==> src/rtl/call_return_ctrl.sv <==
// CALL/RET sequencer for the flag+data LIFO stack: issues push/pop strobes,
// tracks depth, flags overflow/underflow and hands the restored PC/flags back.
module call_return_ctrl #(
    parameter int DATA_W  = 8,
    parameter int FLAG_W  = 4,
    parameter int DEPTH   = 16,
    parameter int DEPTH_W = 5
) (
    input  logic               CLK,
    input  logic               RESET,
    input  logic               call_req,
    input  logic               ret_req,
    input  logic [DATA_W-1:0]  pc,
    input  logic [DATA_W-1:0]  target_addr,
    input  logic [FLAG_W-1:0]  flags_in,
    input  logic [DATA_W-1:0]  stk_data_in,
    input  logic [FLAG_W-1:0]  stk_flag_in,
    output logic               stk_push,
    output logic               stk_pop,
    output logic               stk_drive,
    output logic [DATA_W-1:0]  stk_data_out,
    output logic [FLAG_W-1:0]  stk_flag_out,
    output logic               pc_load,
    output logic [DATA_W-1:0]  pc_next,
    output logic               flags_load,
    output logic [FLAG_W-1:0]  flags_next,
    output logic               busy,
    output logic [DEPTH_W-1:0] depth,
    output logic               ovf_err,
    output logic               unf_err
);

    typedef enum logic [2:0] {IDLE, PUSH, JUMP, POP, RESTORE} state_t;

    state_t              state, state_nxt;
    logic [DATA_W-1:0]   ret_addr, target, rest_pc;
    logic [FLAG_W-1:0]   saved_flags, rest_flags;
    logic                accept_call, ovf_set, unf_set;
    logic                full, empty;

    assign full  = (depth == DEPTH_W'(DEPTH));
    assign empty = (depth == '0);

    // NOTE: every output and helper gets a default first so no path leaves a latch.
    always_comb begin
        state_nxt    = state;
        accept_call  = 1'b0;
        ovf_set      = 1'b0;
        unf_set      = 1'b0;
        stk_push     = 1'b0;
        stk_pop      = 1'b0;
        stk_drive    = 1'b0;
        stk_data_out = '0;
        stk_flag_out = '0;
        pc_load      = 1'b0;
        pc_next      = '0;
        flags_load   = 1'b0;
        flags_next   = '0;
        busy         = (state != IDLE);
        unique case (state)
            IDLE: begin
                // CALL has priority; a simultaneous RET is dropped.
                if (call_req) begin
                    if (full) ovf_set = 1'b1;
                    else begin
                        accept_call = 1'b1;
                        state_nxt   = PUSH;
                    end
                end else if (ret_req) begin
                    if (empty) unf_set = 1'b1;
                    else       state_nxt = POP;
                end
            end
            PUSH: begin
                stk_push     = 1'b1;
                stk_drive    = 1'b1;
                stk_data_out = ret_addr;
                stk_flag_out = saved_flags;
                state_nxt    = JUMP;
            end
            JUMP: begin
                pc_load   = 1'b1;
                pc_next   = target;
                state_nxt = IDLE;
            end
            POP: begin
                stk_pop   = 1'b1;
                state_nxt = RESTORE;
            end
            RESTORE: begin
                pc_load    = 1'b1;
                flags_load = 1'b1;
                pc_next    = rest_pc;
                flags_next = rest_flags;
                state_nxt  = IDLE;
            end
            default: state_nxt = IDLE;
        endcase
    end

    // NOTE: sequential state uses non-blocking assignments so all registers update together.
    always_ff @(posedge CLK or posedge RESET) begin
        if (RESET) begin
            state   <= IDLE;
            depth   <= '0;
            ovf_err <= 1'b0;
            unf_err <= 1'b0;
        end else begin
            state   <= state_nxt;
            ovf_err <= ovf_err | ovf_set;
            unf_err <= unf_err | unf_set;
            if (state == PUSH)     depth <= depth + DEPTH_W'(1);
            else if (state == POP) depth <= depth - DEPTH_W'(1);
        end
    end

    // NOTE: the capture registers are reset too, so no stale value can reach the data outputs.
    always_ff @(posedge CLK or posedge RESET) begin
        if (RESET) begin
            ret_addr    <= '0;
            target      <= '0;
            saved_flags <= '0;
            rest_pc     <= '0;
            rest_flags  <= '0;
        end else begin
            if (accept_call) begin
                ret_addr    <= pc + DATA_W'(1);
                target      <= target_addr;
                saved_flags <= flags_in;
            end
            if (state == POP) begin
                rest_pc    <= stk_data_in;
                rest_flags <= stk_flag_in;
            end
        end
    end

endmodule

==> config.mk <==
export PLATFORM = sky130hd
export DESIGN_NAME = call_return_ctrl
export DESIGN_NICKNAME = d
export VERILOG_FILES = /design/src/rtl/call_return_ctrl.sv
export SDC_FILE = /design/constraint.sdc
export NUM_CORES = 1
export LEC_CHECK = 0
export ABC_AREA = 1
export BUFFER_PORTS_ARGS = -buffer_cell sky130_fd_sc_hd__buf_2
export CAP_MARGIN = 20
export CORE_UTILIZATION = 45
export DETAILED_ROUTE_END_ITERATION = 10
export GPL_TIMING_DRIVEN = 0
export PLACE_DENSITY = 0.73
export SLEW_MARGIN = 10
export SYNTH_ARGS = -nofsm -noshare
export SYNTH_HDL_FRONTEND = slang
export SYNTH_SLANG_ARGS = --single-unit
==> constraint.sdc <==
create_clock -name CLK -period 2.15 [get_ports CLK]
set_clock_uncertainty 0.05 [all_clocks]
set_input_delay 0.645 -clock CLK [delete_from_list [all_inputs] [get_ports CLK]]
set_output_delay 0.645 -clock CLK [all_outputs]
set_load 0.01 [all_outputs]
Word-level counts from Yosys, hierarchy flattened
Cells that the tools add are included.
- memories kept: 0
- memory bits (read-only): 0
- input port bits: 36
- bits in writable memories: 0
- bits in latches: 0
- word-level logic and storage cells: 53
- bits in registers: 42
- bitwise gates (word level): 2
- reduce and logical (&&, ||, !) cells: 6
- divide/modulo/power cells: 0
- add/sub/neg operators: 3
- shifts and indexed selects: 0
- equal/unequal tests: 8
- $lt $le $gt $ge: 0
- multiplexer cells: 25
- multipliers: 0
- operator list (operator ; number):
    case mux 8 bit (2 select lines) ; 1
    2-to-1 mux 1 bit ; 14
    2-to-1 mux 3 bit ; 4
    2-to-1 mux 5 bit ; 2
    inequality test 3 bit, second input constant ; 3
    case mux 3 bit (3 select lines) ; 1
    adder 8 x 1 -> 8 bit, second input constant ; 1
    2-to-1 mux 4 bit ; 2
    2-to-1 mux 8 bit ; 1
    == test 3 x 2 -> 1 bit, second input constant ; 2
    adder 5 x 1 -> 5 bit, second input constant ; 1
    == test 5 bit, second input constant ; 1
    zero test 5 bit ; 1
    subtractor 5 x 1 -> 5 bit, second input constant ; 1
    == test 3 x 1 -> 1 bit, second input constant ; 1
    == test 3 bit, second input constant ; 1
    zero test 3 bit ; 1
    AND reduction 3 bit ; 1
    nonzero test 3 bit ; 1
    OR 1 bit ; 2
    nonzero test 2 bit ; 1
    OR reduction 2 bit ; 1

Logic depth before layout (Yosys ltp)
- depth in word-level cells: 6
- gate-level depth with buffers: 13
- mapped depth without buffers: 13

Worst setup path before layout
No wires, ideal clock.
- kind: reg2out
- from: register state[2]
- to: output stk_push
- data arrival time: 1.168 ns
- setup slack: 0.287 ns
- stages on the path, launching flop included: 7
- required time: 1.455 ns
- path through: dfrtp_1 inv_2 nand3_2 buf_4 buf_2 inv_1 buf_4
- cells in the longest elaborated chain, start to end: 2
- ends and longest elaborated chain (element ; RTL line ; RTL):
    start, declared ; 35 ; state_t state, state_nxt;
    start signal, assigned ; 109 ; state <= state_nxt;
    == test 3 x 1 -> 1 bit ; -- ;
    2-to-1 mux 1 bit ; -- ;
    end, declared ; 18 ; output logic stk_push,
No other way between the ends.

Worst setup path after layout
- from: register state[1]
- to: output stk_data_out[5]
- cells in the longest elaborated chain, start to end: 2
- ends and longest elaborated chain (element ; RTL line ; RTL):
    == test 3 x 1 -> 1 bit ; 60 ; unique case (state)
    2-to-1 mux 8 bit ; 60 ;
    end, declared ; 21 ; output logic [DATA_W-1:0] stk_data_out,
No other way between the ends.

==> impl_metrics.csv <==
group,metric,value,unit
status,outcome,"complete, but fails checks",
status,violations,"DRC",
timing,slew_violations,0,
final_layout,syn2layout_area_growth,45.7,%
route,detail_route.wl_per_cell,12.4,microns
timing,max-slew-margin-rel,65.5,%
job,drv.max_cap_violation_count,0,
grt,grt_first_pass_wirelength,8220,microns
pwr,power.static_leakage,1.68,nW
cts,cts-root-to-sink-buffers,2,
route,drtAntennaViolNets,0,
critical_path,worst_setup_path_end_kind,"output pin",
grt,via_count_of_the_first_global_routing_pass,1805,
timing,finalSetupTns,0,ns
final_layout,total_number_of_nets_in_the_final_design,415,
pwr,total_power,0.00464,W
synth,number_of_enable_type_register_cells_in_the_synthesized_netlist,0,
min_path,hold_path_class,"in -> async",
timing,report.final.setup_viol,0,
timing,final_critical_path_setup_slack,0.0163,ns
synth,part_of_the_yosys_area_used_for_sequential_elements,49.5,%
critical_path,crit_required,1.45,ns
synth,syn_area,2120,sq um
cts,worstSkewPairLatency,0.30,ns
timing,final_worst_path_cycle_share,99.2,%
cts,cts_num_sinks,42,
grt,grt_use_met2,33.4,%
floorplan,floorplan.die.height,70.7,microns
route,via_per_inst,4.79,
pwr,cellPowerDensity,1500,nW/um^2
grt,grt-busiest-layer,"met2",
final_layout,finalCoreUtilization,69.7,%
grt,antenna_violations_before_repair,0,
floorplan,core,4440,sq um
critical_path,crit_path_start_kind,"flop",
final_layout,commonest_cells_after_routing_fill_and_taps_aside,"sky130_fd_sc_hd__buf_2, sky130_fd_sc_hd__nand2_1, sky130_fd_sc_hd__inv_1",
timing,count_of_final_hold_check_violations,0,
critical_path,worst-path-max-fanout,6,
route,detail_route.iter0.violations,116,
timing,unrepaired_setup_endpoints_after_global_routing,"true",
final_layout,layout_commonest_cell,"sky130_fd_sc_hd__buf_2",
placed_design,place.port_buffers,72,
pwr,vdd_ir_drop_max,0.658,mV
grt,grt_use_total,20.9,%
critical_path,worstPathBufferInverterCount,3,
cts,tritoncts_clock_tree,"done",
floorplan,pin_count,73,
placed_design,placement.cell_area,2580,sq um
synth,syn-num-nets,315,
grt,use_met1,28.4,%
critical_path,path_delay_family,"flip-flops",
critical_path,critical_path.slowest_cell,"sky130_fd_sc_hd__dfrtp_1",
synth,ys.warnings.count,0,
timing,clock.fmax,469,MHz
placed_design,post_place_worst_slack,0.0358,ns
critical_path,critPathKind,"reg -> out",
grt,gr-total-overflow,0,
critical_path,crit_path_cell_trace,"inv_2, nand3_4, clkbuf_16, nor2_4, buf_6",
final_layout,layout_cells_sized_above_1,38.2,%
synth,gate_count_of_the_mapped_netlist,276,
floorplan,die_area,5000,sq um
synth,postSynth.asyncResetShare,100,%
cts,cts-buffers-inserted,5,
placed_design,place_hpwl,3490,microns
synth,synth.distinct_cells,24,
critical_path,worstPathArrival,1.44,ns
final_layout,num_antenna_cells,0,
cts,cts_root_buffer,"sky130_fd_sc_hd__clkbuf_8",
placed_design,place_congestion,0.836,
grt,grt_start_max_net_pins,23,
synth,post_synth.cell_area_avg,7.70,sq um
route,drt-pass1-iter-count,7,
route,wl,5310,microns
synth,yosys_most_used_dff,"sky130_fd_sc_hd__dfrtp_1",
cts,cts-hold-fix-buffers,0,
route,drt_drc_violations_left,12,
timing,min_period,2.13,ns
grt,grt_use_met3,5.27,%
timing,worst_slew_pin_slew,0.517,ns
floorplan,num_rows,24,
cts,clk_transition_reported_paths,0.09,ns
critical_path,critical_path.max_stage_delay,0.44,ns
floorplan,die-width,70.7,microns
floorplan,initial_utilization,47.8,%
final_layout,design_area_final,3100,sq um
cts,clock_tree.htree_level_count,2,
synth,ys_seq_elements,42,
route,vias,2056,
[final timing paths]
path / startpoint / to / slack, ns / cells past startpoint
hold / removal: RESET / ret_addr[6] / 0.31 / 2
hold reg to reg: ovf_err / ovf_err / 0.42 / 2
setup reg to reg: state[1] / depth[4] / 0.23 / 12
max in group asynchronous: RESET / state[0] / 1.24 / 3
min in group CLK: ovf_err / ovf_err / 0.42 / 2
setup / recovery: state[1] / stk_data_out[5] / 0.02 / 5
[per-stage QoR]
step,cells,hold WS [ns]
2_1_floorplan,276,0.399
3_3_place_gp,400,0.397
3_5_place_dp,401,0.398
4_1_cts,416,0.334
5_1_grt,429,0.345
6_report,429,0.315
[state kept, by name, summed over array words and instances, names as in the netlist]
name,flops
depth,5
ovf_err,1
rest_flags,4
rest_pc,8
ret_addr,8
saved_flags,4
state,3
target,8
unf_err,1
[power breakdown]
part           leakage (nW)  total [W]  switching (W)  internal (W)
sequential            0.512    0.00135       0.000184       0.00117
combinational          1.10    0.00253        0.00143       0.00110
clock                0.0683   0.000762       0.000297      0.000465
total                  1.68    0.00464        0.00191       0.00273
[layout make-up]
cell class,count,area (sq um)
tap,52,65.1
clock inverter,3,68.8
fill,380,1350
sequential,42,1050
timing repair buffer,95,628
multi-input combinational,167,931
buffer,8,66.3
inverter,57,214
clock buffer,5,68.8
[cell usage after synthesis, types with 3 or more instances]
| cell type | instances | share of area [%] |
|---|---|---|
| sky130_fd_sc_hd__buf_2 | 7 | 1.6 |
| sky130_fd_sc_hd__nor2_1 | 28 | 4.9 |
| sky130_fd_sc_hd__inv_2 | 7 | 1.2 |
| sky130_fd_sc_hd__o21ai_1 | 28 | 6.6 |
| sky130_fd_sc_hd__nand3_1 | 12 | 2.8 |
| sky130_fd_sc_hd__xnor2_1 | 3 | 1.2 |
| sky130_fd_sc_hd__nand2_1 | 62 | 11 |
| sky130_fd_sc_hd__o22ai_1 | 9 | 2.6 |
| sky130_fd_sc_hd__dfrtp_1 | 42 | 49 |
| sky130_fd_sc_hd__xor2_1 | 3 | 1.2 |
| sky130_fd_sc_hd__ha_1 | 3 | 1.8 |
| sky130_fd_sc_hd__inv_1 | 50 | 8.8 |
| sky130_fd_sc_hd__o21ai_0 | 9 | 2.1 |
[kinds of logic after synthesis]
kind of cell | after synthesis | share of synthesized area (%)
compound gates | 50 | 12.6
xor+xnor | 6 | 2.47
fa+ha+maj | 3 | 1.77
buf+inv | 67 | 12.6
flops | 42 | 49.5
simple gates | 108 | 21.1
[routing by layer]
metal / vias up / wire length, microns / share of wire (%)
met5: - / 0 / 0
met4: 0 / 87 / 1.6
met3: 8 / 333 / 6.3
met2: 65 / 2550 / 48
met1: 930 / 2340 / 44
li1: 1053 / - / -
[worst reg2reg max path: cells and delay by family (launching register included)]
kind | cells | cell delay (ns)
flip-flops | 1 | 0.44
buffers and inverters | 3 | 0.38
adder cells (fa/ha/maj) | 1 | 0.36
AO/OA/AOI/OAI | 1 | 0.05
AND/OR/NAND/NOR | 7 | 0.53
[repair_timing]
action                                 CTS  global route
endpoints found under the hold margin    0             0
resized for setup                       20            32
buffers inserted                         7            14
gates cloned                             0             1
pin swaps                                1             4
setup endpoints to repair               25            26
Note: power is estimated with default switching activity, not from simulation.
